### config.mk
export PLATFORM = sky130hd
export DESIGN_NAME = blinkt_frame_gen
export DESIGN_NICKNAME = d
export VERILOG_FILES = /design/src/rtl/blinkt_pkg.sv /design/src/rtl/blinkt_pixel_regs.sv /design/src/rtl/blinkt_frame_gen.sv
export SDC_FILE = /design/constraint.sdc
export NUM_CORES = 1
export LEC_CHECK = 0
export BUFFER_PORTS_ARGS = -buffer_cell sky130_fd_sc_hd__buf_2
export CAP_MARGIN = 20
export CORE_ASPECT_RATIO = 1.4
export CORE_MARGIN = 2
export CORE_UTILIZATION = 50
export DETAILED_ROUTE_END_ITERATION = 10
export HOLD_SLACK_MARGIN = 0.05
export PLACE_DENSITY = 0.64
export SETUP_SLACK_MARGIN = 0.5
export SYNTH_ARGS = -nofsm -noshare
export SYNTH_HDL_FRONTEND = slang
export SYNTH_SLANG_ARGS = --single-unit
### constraint.sdc
create_clock -name i_clk -period 8.55 [get_ports i_clk]
set_clock_uncertainty 0.1 [all_clocks]
set_input_delay 0.4275 -clock i_clk [delete_from_list [all_inputs] [get_ports i_clk]]
set_output_delay 0.4275 -clock i_clk [all_outputs]
set_load 0.03 [all_outputs]
### src/rtl/blinkt_pkg.sv
// -----------------------------------------------------------------------------
// blinkt_pkg
// Shared definitions for the APA102 frame generator: FSM state encoding,
// the fixed start/end frame words, the per-pixel header bits and the field
// offsets of a stored pixel value ([28:24] brightness, [23:16] R, [15:8] G,
// [7:0] B).
// -----------------------------------------------------------------------------
package blinkt_pkg;

    typedef enum logic [1:0] {
        ST_IDLE  = 2'd0,
        ST_START = 2'd1,
        ST_PIXEL = 2'd2,
        ST_END   = 2'd3
    } state_e;

    localparam logic [31:0] START_WORD = 32'h0000_0000;
    localparam logic [31:0] END_WORD   = 32'hFFFF_FFFF;
    localparam logic [2:0]  HDR_BITS   = 3'b111;

    // Stored pixel width: bits [31:29] of a written value carry nothing.
    localparam int PIXEL_W = 29;
    localparam int BRI_LSB = 24;
    localparam int BRI_W   = 5;
    localparam int R_LSB   = 16;
    localparam int G_LSB   = 8;
    localparam int B_LSB   = 0;

    // APA102 LED frame: header + brightness, then colour bytes in B, G, R order.
    function automatic logic [31:0] pixel_word(input logic [PIXEL_W-1:0] px);
        return {HDR_BITS, px[BRI_LSB +: BRI_W], px[B_LSB +: 8], px[G_LSB +: 8], px[R_LSB +: 8]};
    endfunction

endpackage

### src/rtl/blinkt_pixel_regs.sv
// -----------------------------------------------------------------------------
// blinkt_pixel_regs
// Live and shadow pixel banks. The live bank takes host writes; the shadow
// bank is loaded from the live bank in one cycle on i_snap and is the only
// bank the transmitter reads, so a frame in flight never sees later writes.
//
// Ports:
//   i_clk, i_reset   clock, synchronous active-high reset (clears both banks)
//   i_wr_en          live bank write strobe
//   i_wr_addr        pixel index; indices >= NUM_LEDS match nothing (ignored)
//   i_wr_data        pixel value (brightness/R/G/B fields)
//   i_snap           copy the whole live bank into the shadow bank
//   i_rd_addr        shadow read index
//   o_rd_data        shadow[i_rd_addr] (zero when out of range)
// -----------------------------------------------------------------------------
module blinkt_pixel_regs
    import blinkt_pkg::*;
#(
    parameter int NUM_LEDS = 8
) (
    input  logic               i_clk,
    input  logic               i_reset,
    input  logic               i_wr_en,
    input  logic [5:0]         i_wr_addr,
    input  logic [PIXEL_W-1:0] i_wr_data,
    input  logic               i_snap,
    input  logic [5:0]         i_rd_addr,
    output logic [PIXEL_W-1:0] o_rd_data
);

    logic [PIXEL_W-1:0] live_q   [NUM_LEDS];
    logic [PIXEL_W-1:0] shadow_q [NUM_LEDS];

    // The snapshot reads live_q before this edge's write lands, so a write in
    // the same cycle as a snapshot reaches the live bank only.
    always_ff @(posedge i_clk) begin
        if (i_reset) begin
            for (int i = 0; i < NUM_LEDS; i++) begin
                live_q[i]   <= '0;
                shadow_q[i] <= '0;
            end
        end else begin
            for (int i = 0; i < NUM_LEDS; i++) begin
                if (i_wr_en && (i_wr_addr == 6'(i))) begin
                    live_q[i] <= i_wr_data;
                end
                if (i_snap) begin
                    shadow_q[i] <= live_q[i];
                end
            end
        end
    end

    always_comb begin
        o_rd_data = '0;
        for (int i = 0; i < NUM_LEDS; i++) begin
            if (i_rd_addr == 6'(i)) begin
                o_rd_data = shadow_q[i];
            end
        end
    end

endmodule

### src/rtl/blinkt_frame_gen.sv
// -----------------------------------------------------------------------------
// blinkt_frame_gen
// Builds one APA102 frame (start word, NUM_LEDS pixel words, end word) per
// refresh request and streams it to a downstream serializer.
//
// Optional feature: define BLINKT_AUTO_REFRESH_EN to add a free-running
// counter that raises a refresh request every REFRESH_DIV cycles, ORed with
// i_refresh.
//
// Ports:
//   i_clk, i_reset          clock, synchronous active-high reset
//   i_wr_en/_addr/_data     pixel register write port
//   i_refresh               single-cycle frame request
//   m_axis_data/_tvalid     output word stream, m_axis_tready back-pressure
//   o_busy                  high from frame start until the end word is taken
//   o_dbg_state             current FSM state (blinkt_pkg::state_e encoding)
//
// Handshake: a word moves on a rising edge where m_axis_tvalid && m_axis_tready.
// Once tvalid is high, m_axis_data and tvalid hold until that transfer; tvalid
// never depends combinationally on tready.
// -----------------------------------------------------------------------------
module blinkt_frame_gen
    import blinkt_pkg::*;
#(
    parameter int          NUM_LEDS    = 8,
    parameter logic [23:0] REFRESH_DIV = 24'd1_000_000
) (
    input  logic        i_clk,
    input  logic        i_reset,
    input  logic        i_wr_en,
    input  logic [5:0]  i_wr_addr,
    input  logic [31:0] i_wr_data,
    input  logic        i_refresh,
    output logic [31:0] m_axis_data,
    output logic        m_axis_tvalid,
    input  logic        m_axis_tready,
    output logic        o_busy,
    output logic [1:0]  o_dbg_state
);

    localparam logic [5:0] LAST_IDX = 6'(NUM_LEDS - 1);

    state_e               state_q;
    logic [5:0]           idx_q;
    logic                 pending_q;
    logic                 refresh_req;
    logic                 start_frame;
    logic                 xfer;
    logic [5:0]           next_idx;
    logic [PIXEL_W-1:0]   rd_data;
    logic                 unused_wr_hdr;

    assign unused_wr_hdr = ^i_wr_data[31:29];

`ifdef BLINKT_AUTO_REFRESH_EN
    logic [23:0] refresh_cnt_q;
    logic        auto_tick;

    assign auto_tick = (refresh_cnt_q == REFRESH_DIV - 24'd1);

    always_ff @(posedge i_clk) begin
        if (i_reset) begin
            refresh_cnt_q <= '0;
        end else if (auto_tick) begin
            refresh_cnt_q <= '0;
        end else begin
            refresh_cnt_q <= refresh_cnt_q + 24'd1;
        end
    end

    assign refresh_req = i_refresh | auto_tick;
`else
    logic unused_refresh_div;
    assign unused_refresh_div = ^REFRESH_DIV;
    assign refresh_req        = i_refresh;
`endif

    assign start_frame = (state_q == ST_IDLE) && (refresh_req || pending_q);
    assign xfer        = m_axis_tvalid && m_axis_tready;

    // Index of the pixel word to load on the next transfer: pixel 0 when
    // leaving START, otherwise the one after the word now on the bus.
    assign next_idx = (state_q == ST_START) ? 6'd0 : idx_q + 6'd1;

    blinkt_pixel_regs #(
        .NUM_LEDS (NUM_LEDS)
    ) u_pixel_regs (
        .i_clk     (i_clk),
        .i_reset   (i_reset),
        .i_wr_en   (i_wr_en),
        .i_wr_addr (i_wr_addr),
        .i_wr_data (i_wr_data[PIXEL_W-1:0]),
        .i_snap    (start_frame),
        .i_rd_addr (next_idx),
        .o_rd_data (rd_data)
    );

    always_ff @(posedge i_clk) begin
        if (i_reset) begin
            state_q       <= ST_IDLE;
            idx_q         <= '0;
            pending_q     <= 1'b0;
            m_axis_tvalid <= 1'b0;
            m_axis_data   <= '0;
            o_busy        <= 1'b0;
        end else begin
            // Requests arriving mid-frame collapse into one pending frame.
            if ((state_q != ST_IDLE) && refresh_req) begin
                pending_q <= 1'b1;
            end
            case (state_q)
                ST_IDLE: begin
                    if (start_frame) begin
                        state_q       <= ST_START;
                        idx_q         <= '0;
                        pending_q     <= 1'b0;
                        m_axis_tvalid <= 1'b1;
                        m_axis_data   <= START_WORD;
                        o_busy        <= 1'b1;
                    end
                end
                ST_START: begin
                    if (xfer) begin
                        state_q     <= ST_PIXEL;
                        idx_q       <= '0;
                        m_axis_data <= pixel_word(rd_data);
                    end
                end
                ST_PIXEL: begin
                    if (xfer) begin
                        if (idx_q == LAST_IDX) begin
                            state_q     <= ST_END;
                            m_axis_data <= END_WORD;
                        end else begin
                            idx_q       <= next_idx;
                            m_axis_data <= pixel_word(rd_data);
                        end
                    end
                end
                ST_END: begin
                    if (xfer) begin
                        state_q       <= ST_IDLE;
                        m_axis_tvalid <= 1'b0;
                        m_axis_data   <= '0;
                        // Stay busy across the idle cycle if another frame is queued.
                        o_busy        <= pending_q | refresh_req;
                    end
                end
                default: begin
                    state_q <= ST_IDLE;
                end
            endcase
        end
    end

    assign o_dbg_state = state_q;

endmodule

# --- Word level (Yosys, flattened, before mapping) ---
# Memory sizes are Yosys's and may differ from the RTL's.
# Index checks and enable logic that the tools add are counted.
word_totals:
  reg_bits: 43
  latch_bits: 0
  ram_bits: 464
  rom_bits: 0
  input_bits: 43
  out_inout_bits: 36
  wordCells: 151
  n_memories: 2
memory_table:
  columns: ["name", "depth", "width", "read_ports", "rd_clocked_by_memory_dff", "wr", "line_no", "source"]
  rows:
  - ["u_pixel_regs.live_q", 8, 29, 8, 0, 8, "blinkt_pixel_regs.sv:31", "logic [PIXEL_W-1:0] live_q [NUM_LEDS];"]
  - ["u_pixel_regs.shadow_q", 8, 29, 8, 0, 8, "blinkt_pixel_regs.sv:32", "logic [PIXEL_W-1:0] shadow_q [NUM_LEDS];"]
classes:
  addsub: 1
  n_mul: 0
  div_mod_pow: 0
  order_cmp: 0
  n_eq_ne: 24
  n_shift: 0
  n_mux: 79
  bitwise: 17
  n_reduce_logical: 22
op_table:
  columns: ["cell", "n"]
  rows:
  - ["29-bit 2-to-1 mux", 25]
  - ["32-bit 2-to-1 mux", 4]
  - ["32-bit one-hot mux with 4 select lines", 1]
  - ["6-bit by 3-bit == test with 1-bit output, second input constant", 9]
  - ["1-bit 2-to-1 mux", 35]
  - ["6-bit 2-to-1 mux", 5]
  - ["6-bit by 2-bit == test with 1-bit output, second input constant", 4]
  - ["6-bit one-hot mux with 3 select lines", 1]
  - ["1-bit bitwise OR", 17]
  - ["6-bit by 1-bit == test with 1-bit output, second input constant", 2]
  - ["6-bit logical NOT", 2]
  - ["2-bit inequality test, second input constant", 6]
  - ["1-bit logical AND", 11]
  - ["2-bit 2-to-1 mux", 5]
  - ["5-bit AND reduction", 2]
  - ["2-bit one-hot mux with 4 select lines", 1]
  - ["6-bit by 1-bit adder with 6-bit output, second input constant", 1]
  - ["2-bit == test, second input constant", 2]
  - ["1-bit one-hot mux with 2 select lines", 2]
  - ["4-bit AND reduction", 1]
  - ["2-bit nonzero test", 2]
  - ["3-bit AND reduction", 1]
  - ["3-bit nonzero test", 1]
  - ["2-bit by 1-bit == test with 1-bit output, second input constant", 1]
  - ["2 further kinds", 2]

# --- Depth between registers and ports, before layout ---
depth:
  word_depth: 14
  mapped_depth: 11
  mapped_depth_nobuf: 8

# --- By module ---
# From an unflattened synthesis, not the netlist that was laid out.
hier_totals:
  cells_unflattened: 1584
  hier_area_um2: 21008.9
by_module_without_submodules:
  columns: ["module", "n_inst", "cells_each", "area_each_um2", "seq_area_each_um2"]
  rows:
  - ["blinkt_pixel_regs", 1, 1406, 19203.4, 13933.4]
  - ["blinkt_frame_gen", 1, 178, 1805.5, 820.8]

# --- Worst setup path before layout ---
# Ideal clock, no wire load.
synth_path:
  path_type: "input to register"
  startpoint: "input i_reset"
  endpoint: "memory u_pixel_regs.shadow_q[0][0] (enable)"
  setup_time_ns: 0.634
  arrival_ns: 6.766
  required_time_ns: 7.816
  slack_ns: 1.050
  path_stages: 4
  path_cell_list: "clkbuf_1 -> clkbuf_1 -> clkbuf_1 -> nand2b_1"
synth_rtl:
  columns: ["element", "line_no", "source"]
  rows:
  - ["from (decl)", "blinkt_frame_gen.sv:29", "input logic i_reset,"]
  - ["to (decl)", "blinkt_pixel_regs.sv:32", null]

# --- Worst setup path in the final report ---
layout_path:
  startpoint: "register idx_q[0]"
  endpoint: "register m_axis_data[19]"
layout_between:
  elab_chain_cells: 14
layout_lines:
  columns: ["element", "line_no", "source"]
  rows:
  - ["from (decl)", "blinkt_frame_gen.sv:44", "logic [5:0] idx_q;"]
  - ["from (signal assigned)", "blinkt_frame_gen.sv:135", "idx_q <= next_idx;"]
  - ["6-bit by 1-bit adder with 6-bit output", "blinkt_frame_gen.sv:83", "assign next_idx = (state_q == ST_START) ? 6'd0 : idx_q + 6'd1;"]
  - ["6-bit 2-to-1 mux", "blinkt_frame_gen.sv:83", null]
  - ["6-bit logical NOT", "blinkt_pixel_regs.sv:57", "if (i_rd_addr == 6'(i)) begin"]
  - ["29-bit 2-to-1 mux (8 in series)", "blinkt_pixel_regs.sv:57", null]
  - ["29-bit 2-to-1 mux", "blinkt_frame_gen.sv:131", "if (idx_q == LAST_IDX) begin"]
  - ["32-bit 2-to-1 mux", "blinkt_frame_gen.sv:130", "if (xfer) begin"]
  - ["32-bit one-hot mux with 4 select lines *", "blinkt_frame_gen.sv:111", "case (state_q)"]
  - ["to (signal assigned)", "blinkt_frame_gen.sv:126", "m_axis_data <= pixel_word(rd_data);"]
  - ["to (signal assigned)", "blinkt_frame_gen.sv:136", "m_axis_data <= pixel_word(rd_data);"]
  - ["to (decl)", "blinkt_frame_gen.sv:34", "output logic [31:0] m_axis_data,"]
# Mark *: on every way between the ends. The rest lies on a longest branch, timed or not. The select of a mux whose other input is x is not followed.
# A chain may end at the register's enable or synchronous reset.

==> out/qor.yml <==
finalSetupViolCount: 0
outcome: "finished, final reports clean"
regToRegStartpoint: "idx_q[0]"
cts_root_buffer: "clkbuf_16"
final_nets: 1670
coreArea_um2: 41100
power_leakage_uw: 0.00837
viasPerCell: 5.54
wl_met1_um: 19100
num_io_pins: 79
cts_tree: "yes"
ctsHoldBuffers: 0
ys.flop_type: "edfxtp_1"
fin_crit_sh_pct: 49.2
totalWireLength_um: 46700
die-area_um2: 43200
die_w_um: 176
wl_met2_um: 23900
numPortBuffers: 75
syn_to_final_growth_pct: 11.5
yosys_warnings: 0
cpPeakStageDelay_ns: 0.71
multi_input_area_um2: 5500
top_layer: "met4"
ant_nets: 0
initial_core_util_pct: 50.6
cts.htree.levels: 2
synthXorXnorAreaFrac_pct: 0.205
grt-ovfl-total: 0
fmax_ghz: 0.238
yosys.area_share.simple_pct: 15.9
synth.avg_cell_area_um2: 13.2
synthMuxAreaShare_pct: 1.62
synth_cell_types: 68
layout_commonest_cell: "edfxtp_1"
clock-sinks: 505
clk_pin_slew_ns: 0.07
holdCritStartpoint: "m_axis_tready"
synth-compound-area-share_pct: 8.25
synth_top_family_by_area: "simple AND/OR/NAND/NOR gates"
critPathTopFamily: "simple AND/OR/NAND/NOR gates"
cts_resized: 0
hpwl_um: 27000
grt_antenna_before_repair: 0
dr.pass1.iters: 5
crit_type: "flop to flop"
path_max_fanout: 56
initialDrtViolationCount: 907
row_count: 88
place_ws_ns: 4.37
numCtsBuffers: 46
die_height_um: 245
clock_path_buffers: 3
met3_length_um: 2190
synth_adder_area_share_pct: 0.301
final_cell_mix: "edfxtp_1 (464), nor2_1 (221), and2_1 (175), a21oi_1 (90), buf_2 (74)"
end_kind: "flop"
crit_path_top_delay_cell: "nand4_2"
hold_viol: 0
async_flop_share_pct: 0
synth-seq-cells: 505
setup_tns_ns: 0
post-cts-setup-buffer-count: 0
crit_chain: "buf_4 > ha_1 > and3_4 > mux2i_4 > nand4_2 > or3_1 > a21oi_1 > o21ai_1"
grt_max_degree: 98
drc_errors: 0
rsz0062_at_grt: "false"
final_layout_size_suffix_gt1_share_pct: 11.9
crit_required_ns: 8.88
peakVddDrop_v: 0.000142
tightest_slew_ns: 1.16
synth-edff-count: 464
vias: 12200
routedWlPerCell_um: 21.2
crit_cells: 8
finalWorstSetupSlack_ns: 4.35
slew_headroom_pct: 22.3
crit_path_start_kind: "flop"
powerDensity_nw_per_um2: 269
critPathLaunch: "idx_q[0]"
r2r_cells: 8
maxCapViolations: 0
period_needed_ns: 4.20
antenna_cells: 0
finalWeightedCongestion: 0.790
hp-class: "input port to flop"
synth_fp_nets: 1621
syn_area_um2: 20800
min_path_cells: 4
worstPathArrival_ns: 4.54
clk_latency_ns: 0.55
track_usage_pct: 21.9
critPathBufInv: 1
grt_pass1_vias: 12300
grt_pass1_wl_um: 70800
synthCells: 1573
slew_viol_final: 0
ys_seq_area_share_pct: 71.0
fillerInstances: 3309
seqCellArea_um2: 14800
[per-layer routing]
metal	GRT usage, %	vias up
li1	-	5747
met1	27.3	6009
met2	38.3	330
met3	3.04	91
met4	9.21	0
met5	0	-
[final cells by class]
class	instances	area share, %
inverters	33	0.535
repair buffers	104	2.66
flip-flops and latches	505	63.8
clock buffers	63	5.38
multi-input cells	932	23.7
clock inverters	22	1.01
well taps	540	2.92
[power by group]
group / leakage, uW / switching (uW) / internal, uW
sequential: 0.00505 / 109 / 3180
clock: 0.000724 / 860 / 1170
combinational: 0.00260 / 630 / 277
total: 0.00837 / 1600 / 4630
[cells by family after synthesis]
logic type	count (synthesis)
DFF	505
and+or+nand+nor	633
AOI/OAI and AO/OA	259
buffers and inverters	136
adders and majority gates	5
muxes	31
xor gates and xnor gates	4
[worst min-delay path: stages]
cell	delay, ns
buf_2	0.12
nand2_1	0.06
a22oi_1	0.05
nor2_1	0.07
[registers in the layout (all words and copies together), names as in the netlist]
name / flops
u_pixel_regs.live_q: 232
pending_q: 1
o_dbg_state: 2
idx_q: 6
u_pixel_regs.shadow_q: 232
m_axis_tvalid: 1
o_busy: 1
m_axis_data: 30
[synthesized netlist by cell type, drive strengths merged (3+ instances only)]
master	instances	area [um2]
edfxtp	464	13900
nor2	226	853
and2	176	1100
a21oi	90	450
clkbuf	72	272
nor2b	61	382
nand2	56	213
dfxtp	41	821
a22oi	40	314
nand2b	40	250
inv	33	124
o21ai	32	164
buf	31	173
mux2i	30	325
nand3	21	105
a211oi	20	155
o2bb2ai	17	149
and3	16	110
o211ai	14	105
or3	13	86.3
o22ai	12	75.1
o311ai	12	105
nor3	8	45.0
ha	5	62.6
nor4	5	52.6
a221oi	4	41.3
a21o	3	22.5
a31oi	3	18.8
a41o	3	30.0
nand4	3	25.0
xnor2	3	33.8
[worst paths after layout]
kind	to	slack, ns
setup / recovery	m_axis_data[19]	4.35
hold / removal	m_axis_tvalid	0.11
setup reg to reg	m_axis_data[19]	4.35
hold reg to reg	m_axis_data[0]	0.39
[through the flow]
step / instance area (um2) / std cells / power, uW / util [%] / hold slack [ns]
after CTS: 23100 / 2198 / 6270 / 56.3 / 0.0860
after detailed placement: 21600 / 2113 / 4250 / 52.7 / 0.385
after floorplan: 20800 / 1573 / 4010 / - / 0.393
after global routing: 23100 / 2199 / 6470 / 56.4 / 0.133
final: 23100 / 2199 / 6230 / 56.4 / 0.114
after global placement: 21600 / 2113 / 4220 / 52.7 / 0.380
(Power assumes the default switching activity.)
